--- config.mk ---
export PLATFORM = sky130hd
export DESIGN_NAME = mag_cmp_arbiter
export DESIGN_NICKNAME = d
export VERILOG_FILES = /design/src/rtl/mag_cmp_arbiter.sv
export SDC_FILE = /design/constraint.sdc
export NUM_CORES = 1
export LEC_CHECK = 0
export CAP_MARGIN = 20
export CORE_MARGIN = 3
export CORE_UTILIZATION = 27
export CTS_CLUSTER_SIZE = 12
export DETAILED_ROUTE_END_ITERATION = 10
export GPL_TIMING_DRIVEN = 0
export PLACE_DENSITY = 0.52
export SETUP_SLACK_MARGIN = 0.5
export SLEW_MARGIN = 20
export SYNTH_ARGS = -nofsm -noshare
export SYNTH_HDL_FRONTEND = slang
export SYNTH_SLANG_ARGS = --single-unit
--- constraint.sdc ---
create_clock -name clk -period 2.5 [get_ports clk]
set_clock_uncertainty 0.1 [all_clocks]
set_input_delay 0.5 -clock clk [delete_from_list [all_inputs] [get_ports clk]]
set_output_delay 0.5 -clock clk [all_outputs]
set_load 0.1 [all_outputs]
--- src/rtl/mag_cmp_arbiter.sv ---
// -----------------------------------------------------------------------------
// mag_cmp_arbiter
//
// Shares one unsigned WIDTH-bit magnitude comparator among four requesters.
// A round-robin pointer picks the first valid requester at or above it
// (mod 4). The winner's operands are captured on the handshake edge, compared
// in the following cycle, and the one-hot gt/eq/lt result is presented on a
// valid/ready response port until the consumer takes it. Only one transaction
// is in flight at a time, so grants are at least three cycles apart.
//
// Ports
//   clk        in   1            rising-edge clock
//   rst_n      in   1            synchronous active-low reset
//   req_valid  in   N_REQ        per-requester request valid
//   req_a      in   N_REQ*WIDTH  operand A, requester i at [i*WIDTH +: WIDTH]
//   req_b      in   N_REQ*WIDTH  operand B, same packing as req_a
//   req_ready  out  N_REQ        one-hot accept, only in IDLE for the winner
//   rsp_valid  out  1            result valid
//   rsp_ready  in   1            result consumer ready (sampled only in RESP)
//   rsp_id     out  2            requester that owns the result
//   rsp_gt     out  1            A >  B (unsigned)
//   rsp_eq     out  1            A == B
//   rsp_lt     out  1            A <  B (unsigned)
//   busy       out  1            high whenever the FSM is not in IDLE
//
// N_REQ is exposed as a parameter but the ID path is two bits wide, so the
// block is only meaningful with N_REQ = 4.
// -----------------------------------------------------------------------------
module mag_cmp_arbiter #(
  parameter int WIDTH = 16,
  parameter int N_REQ = 4
) (
  input  logic                   clk,
  input  logic                   rst_n,
  input  logic [N_REQ-1:0]       req_valid,
  input  logic [N_REQ*WIDTH-1:0] req_a,
  input  logic [N_REQ*WIDTH-1:0] req_b,
  output logic [N_REQ-1:0]       req_ready,
  output logic                   rsp_valid,
  input  logic                   rsp_ready,
  output logic [1:0]             rsp_id,
  output logic                   rsp_gt,
  output logic                   rsp_eq,
  output logic                   rsp_lt,
  output logic                   busy
);

  localparam int ID_W = 2;

  typedef enum logic [1:0] {
    IDLE = 2'd0,
    CMP  = 2'd1,
    RESP = 2'd2
  } state_t;

  state_t            state;
  logic [ID_W-1:0]   rr_ptr;
  logic [ID_W-1:0]   cur_id;
  logic [WIDTH-1:0]  op_a;
  logic [WIDTH-1:0]  op_b;

  // ---------------------------------------------------------------------------
  // Operand unpacking: one lane per requester.
  // ---------------------------------------------------------------------------
  logic [WIDTH-1:0] a_lane [N_REQ];
  logic [WIDTH-1:0] b_lane [N_REQ];

  for (genvar i = 0; i < N_REQ; i++) begin : g_lane
    assign a_lane[i] = req_a[i*WIDTH +: WIDTH];
    assign b_lane[i] = req_b[i*WIDTH +: WIDTH];
  end

  // ---------------------------------------------------------------------------
  // Round-robin search: scan rr_ptr, rr_ptr+1, ... (wrapping) and take the
  // first valid requester. The 2-bit index wraps on its own.
  // ---------------------------------------------------------------------------
  logic            grant_found;
  logic [ID_W-1:0] grant_id;
  logic [ID_W-1:0] scan_id;

  always_comb begin
    // NOTE: every variable written here gets a default first, otherwise a
    // path that skips the assignment would infer a latch.
    grant_found = 1'b0;
    grant_id    = '0;
    scan_id     = '0;
    for (int k = 0; k < N_REQ; k++) begin
      scan_id = rr_ptr + ID_W'(k);
      if (!grant_found && req_valid[scan_id]) begin
        grant_found = 1'b1;
        grant_id    = scan_id;
      end
    end
  end

  // Accept is only offered while idle and out of reset, and only to the
  // winner; req_valid changes in CMP/RESP therefore cannot start anything.
  always_comb begin
    req_ready = '0;
    if (rst_n && (state == IDLE) && grant_found) begin
      req_ready[grant_id] = 1'b1;
    end
  end

  logic handshake;
  assign handshake = |(req_valid & req_ready);

  // ---------------------------------------------------------------------------
  // Shared comparator: a single WIDTH+1 subtract. The borrow gives A < B,
  // a zero difference gives A == B, and A > B is whatever is left, so the
  // three flags are one-hot by construction.
  // ---------------------------------------------------------------------------
  logic [WIDTH:0] diff_ext;
  logic           cmp_lt;
  logic           cmp_eq;
  logic           cmp_gt;

  assign diff_ext = {1'b0, op_a} - {1'b0, op_b};
  assign cmp_lt   = diff_ext[WIDTH];
  assign cmp_eq   = (diff_ext[WIDTH-1:0] == '0);
  assign cmp_gt   = !cmp_lt && !cmp_eq;

  // ---------------------------------------------------------------------------
  // Control FSM with registered response outputs.
  //   IDLE : wait for a handshake, capture operands and requester ID
  //   CMP  : latch the comparator result and raise rsp_valid
  //   RESP : hold the result until rsp_ready, then advance the pointer
  // ---------------------------------------------------------------------------
  always_ff @(posedge clk) begin
    // NOTE: state is updated with non-blocking assignments so every register
    // here sees the pre-edge value of every other one, like real flops.
    if (!rst_n) begin
      state     <= IDLE;
      rr_ptr    <= '0;
      cur_id    <= '0;
      // NOTE: the operand registers are cleared as well; they are a handful
      // of flops, not a memory array, and a known value keeps reset state
      // fully deterministic.
      op_a      <= '0;
      op_b      <= '0;
      rsp_valid <= 1'b0;
      rsp_id    <= '0;
      rsp_gt    <= 1'b0;
      rsp_eq    <= 1'b0;
      rsp_lt    <= 1'b0;
    end else begin
      case (state)
        IDLE: begin
          // With nothing valid the pointer is left where it is.
          if (handshake) begin
            op_a   <= a_lane[grant_id];
            op_b   <= b_lane[grant_id];
            cur_id <= grant_id;
            state  <= CMP;
          end
        end

        CMP: begin
          rsp_gt    <= cmp_gt;
          rsp_eq    <= cmp_eq;
          rsp_lt    <= cmp_lt;
          rsp_id    <= cur_id;
          rsp_valid <= 1'b1;
          state     <= RESP;
        end

        RESP: begin
          // Flags drop together with rsp_valid so they are never seen
          // asserted without a valid response.
          if (rsp_ready) begin
            rsp_valid <= 1'b0;
            rsp_gt    <= 1'b0;
            rsp_eq    <= 1'b0;
            rsp_lt    <= 1'b0;
            rr_ptr    <= rsp_id + ID_W'(1);
            state     <= IDLE;
          end
        end

        default: begin
          state <= IDLE;
        end
      endcase
    end
  end

  assign busy = (state != IDLE);

endmodule

==> flow_metrics.env <==
export IMPL_status="finished, violations left"
export IMPL_violations="setup timing"
export IMPL_cts_buffer_depth=2
export IMPL_syn_nets=745
export IMPL_vias=4766
export IMPL_ff_latch_area_sq_um=884.6
export IMPL_fin_crit_sh_pct=102.1
export IMPL_fin_setup_tns_ns=-0.09378
export IMPL_drive_gt1_share_pct=27.38
export IMPL_synthesis_area_sq_um=3841
export IMPL_yosysSeqAreaShare_pct=22.93
export IMPL_peakVddDrop_v=0.0002413
export IMPL_netlist_instances=593
export IMPL_maxCapViolCount=0
export IMPL_clkTransAtPathRegs_ns=0.06
export IMPL_rows=42
export IMPL_numCtsBuffers=5
export IMPL_cp_num_buf_inv=1
export IMPL_yosysWarnings=0
export IMPL_p_leak_nw=2.749
export IMPL_htree_levels=2
export IMPL_dieWidth_um=125.3
export IMPL_tightestPinTransition_ns=0.5583
export IMPL_path_max_fanout=5
export IMPL_rsz0062_at_grt="yes"
export IMPL_cp_num_cells=10
export IMPL_port_buffers=144
export IMPL_synth_top_area_share_pct=22.93
export IMPL_areaGrowthSynthToFinish_pct=77.98
export IMPL_routedWlPerCell_um=17.22
export IMPL_path_class="reg2reg"
export IMPL_postRouteWirelength_um=16240
export IMPL_max_slew_margin_rel_pct=62.95
export IMPL_cp_top_family="compound AO/OA/AOI/OAI gates"
export IMPL_hold_path_class="reg2reg"
export IMPL_synth_most_common_cell="nand2_1"
export IMPL_cp_arrival_ns=2.63
export IMPL_fillCellCount=1325
export IMPL_nets=918
export IMPL_first_iter_violations=262
export IMPL_end_kind="flop"
export IMPL_multi_input_area_sq_um=3246
export IMPL_synth_top_family_by_area="simple AND/OR/NAND/NOR gates"
export IMPL_die_y_um=125.3
export IMPL_hold_buffers=0
export IMPL_clock_sinks=44
export IMPL_cpMaxStageDelayCell="fa_2"
export IMPL_synth_edf_count=0
export IMPL_antenna_left=0
export IMPL_place_congestion=0.8847
export IMPL_synth_xor_area_share_pct=0.9121
export IMPL_clock_latency_ns=0.28
export IMPL_antenna_found_initial=0
export IMPL_avgViaCountPerCell=5.054
export IMPL_fin_ws_ns=-0.05209
export IMPL_ys_top_cells_by_area="dfxtp_1 (23%), nand2_1 (18%), nand3_1 (13%)"
export IMPL_dieArea_sq_um=15690
export IMPL_hold_viol_final=0
export IMPL_finalCriticalPeriod_ns=2.552
export IMPL_boundaryPins=146
export IMPL_grt_pass1_vias=4671
export IMPL_drc=0
export IMPL_critPathRequiredTime_ns=2.57
export IMPL_synth_compound_area_share_pct=20.55
export IMPL_grt_overflow=0
export IMPL_async_flop_share_pct=0
export IMPL_fin_util_pct=50.42
export IMPL_cts_tree="built"
export IMPL_initial_core_util_pct=28.33
export IMPL_core_area_sq_um=13560
export IMPL_max_stage_delay_ns=0.41
export IMPL_place_hpwl_um=12580
export IMPL_p_per_area_nw_per_um2=498.4
export IMPL_synthDistinctLibCells=64
export IMPL_grt_pass1_wl_um=24340
export IMPL_synth_simple_area_share_pct=41.07
export IMPL_fmax_ghz=0.3918
export IMPL_yosys_most_used_dff="dfxtp_1"
export IMPL_yosys_register_bits=44
export IMPL_setup_violations=3
export IMPL_r2r_cells=10
export IMPL_grt_usage_pct=18.86
export IMPL_yosys_area_share_adder_pct=5.733
export IMPL_firstDrtPassIters=4
export IMPL_syn_avg_cell_area_sq_um=6.478
export IMPL_yosys_top_cells_count="nand2_1 (183), nand3_1 (100), dfxtp_1 (44), inv_1 (27), a21boi_0 (26)"
export IMPL_startpoint_type="flop"
export IMPL_path_cells="inv_2 -> ha_4 -> fa_2 -> nand2b_4 -> a21oi_4 -> o2111ai_4 -> a211oi_2 -> o2111a_1 -> nand4b_1 -> a41o_1"
export IMPL_whs_path_depth=2
export IMPL_synth_area_mux_share_pct=0.5212
export IMPL_maxSlewViolCount=0
export IMPL_n_antenna_cell=0
export IMPL_cts_root_buf="clkbuf_16"
export IMPL_grt_max_degree=14
export IMPL_yosysTopAreaCell="dfxtp_1"
export IMPL_dp_slack_ns=-1.482
cell families after synthesis:
family | count (synthesis)
fa+ha+maj | 17
flops | 44
buf+inv | 71
xor+xnor | 4
compound gates | 104
mux | 2
simple gates | 351
worst paths after layout:
kind / startpoint / endpoint / slack, ns
max: op_a[0]$_SDFFE_PN0P_ / rsp_gt$_SDFFE_PN0P_ / -0.05
min: op_b[7]$_SDFFE_PN0P_ / op_b[7]$_SDFFE_PN0P_ / 0.35
max reg2reg: op_a[0]$_SDFFE_PN0P_ / rsp_gt$_SDFFE_PN0P_ / -0.05
min reg2reg: op_b[7]$_SDFFE_PN0P_ / op_b[7]$_SDFFE_PN0P_ / 0.35
worst register-to-register path, delay by kind of cell (launching register included):
family | cells | cell delay (ns)
compound gates | 5 | 1.07
buf+inv | 1 | 0.04
simple gates | 2 | 0.33
fa+ha+maj | 2 | 0.57
flops | 1 | 0.33
timing repair:
action | 4_1_cts | 5_1_grt
setup endpoints to repair | 49 | 40
resized for setup | 148 | 160
buffers inserted | 11 | 5
pin swaps | 15 | 37
gates cloned | 0 | 6
metrics by stage:
step	power [mW]	std cells	instance area (sq um)	hold slack (ns)
2_1_floorplan	1.847	593	3958	0.3351
3_3_place_gp	2.375	913	5619	0.3457
3_5_place_dp	2.374	913	5619	0.3464
4_1_cts	3.178	932	6151	0.3548
5_1_grt	3.617	943	6837	0.3853
6_report	3.407	943	6837	0.3489
cell type report:
class | count | share of cell area [%]
clock inverters | 2 | 0.1464
inverters | 28 | 1.611
multi-input cells | 478 | 47.47
repair buffers | 166 | 25.75
plain buffers | 43 | 6.827
flip-flops and latches | 44 | 12.94
well taps | 176 | 3.221
clock buffers | 6 | 2.031
cells in the final DEF (no fill, tap or decap), types with 5 or more instances in the layout:
master             n
a21boi_1          30
a21oi_1           13
a21oi_2            5
buf_12            11
buf_2              7
buf_4             18
buf_6             11
buf_8             10
clkbuf_16         10
clkdlybuf4s15_2    6
clkdlybuf4s50_1  129
dfxtp_1           41
ha_1              14
inv_1             26
nand2_1          160
nand2_2           18
nand3_1           42
nand3_2           56
nor2_1            20
nor3_1             5
flip-flops by register name, summed over array words and instances (netlist names), 2 cells and up:
register / flops
cur_id: 2
op_a: 16
op_b: 16
rr_ptr: 2
rsp_id: 2
state: 2
power by group:
group	internal (mW)	leakage, nW	switching, mW
Combinational	0.909	2.31	1.05
Clock	0.393	0.0766	0.254
Sequential	0.764	0.361	0.0430
layer usage:
metal | GRT usage [%] | part of all wire (%) | wire, um | vias up
met5 | 0 | 0 | 0 | -
met4 | 3.890 | 1.3 | 210 | 0
met3 | 3.710 | 5.5 | 889 | 14
met2 | 31.29 | 48 | 7859 | 133
met1 | 25.57 | 45 | 7280 | 2228
li1 | - | - | - | 2391
No activity file was read; power rests on OpenSTA's default activity.
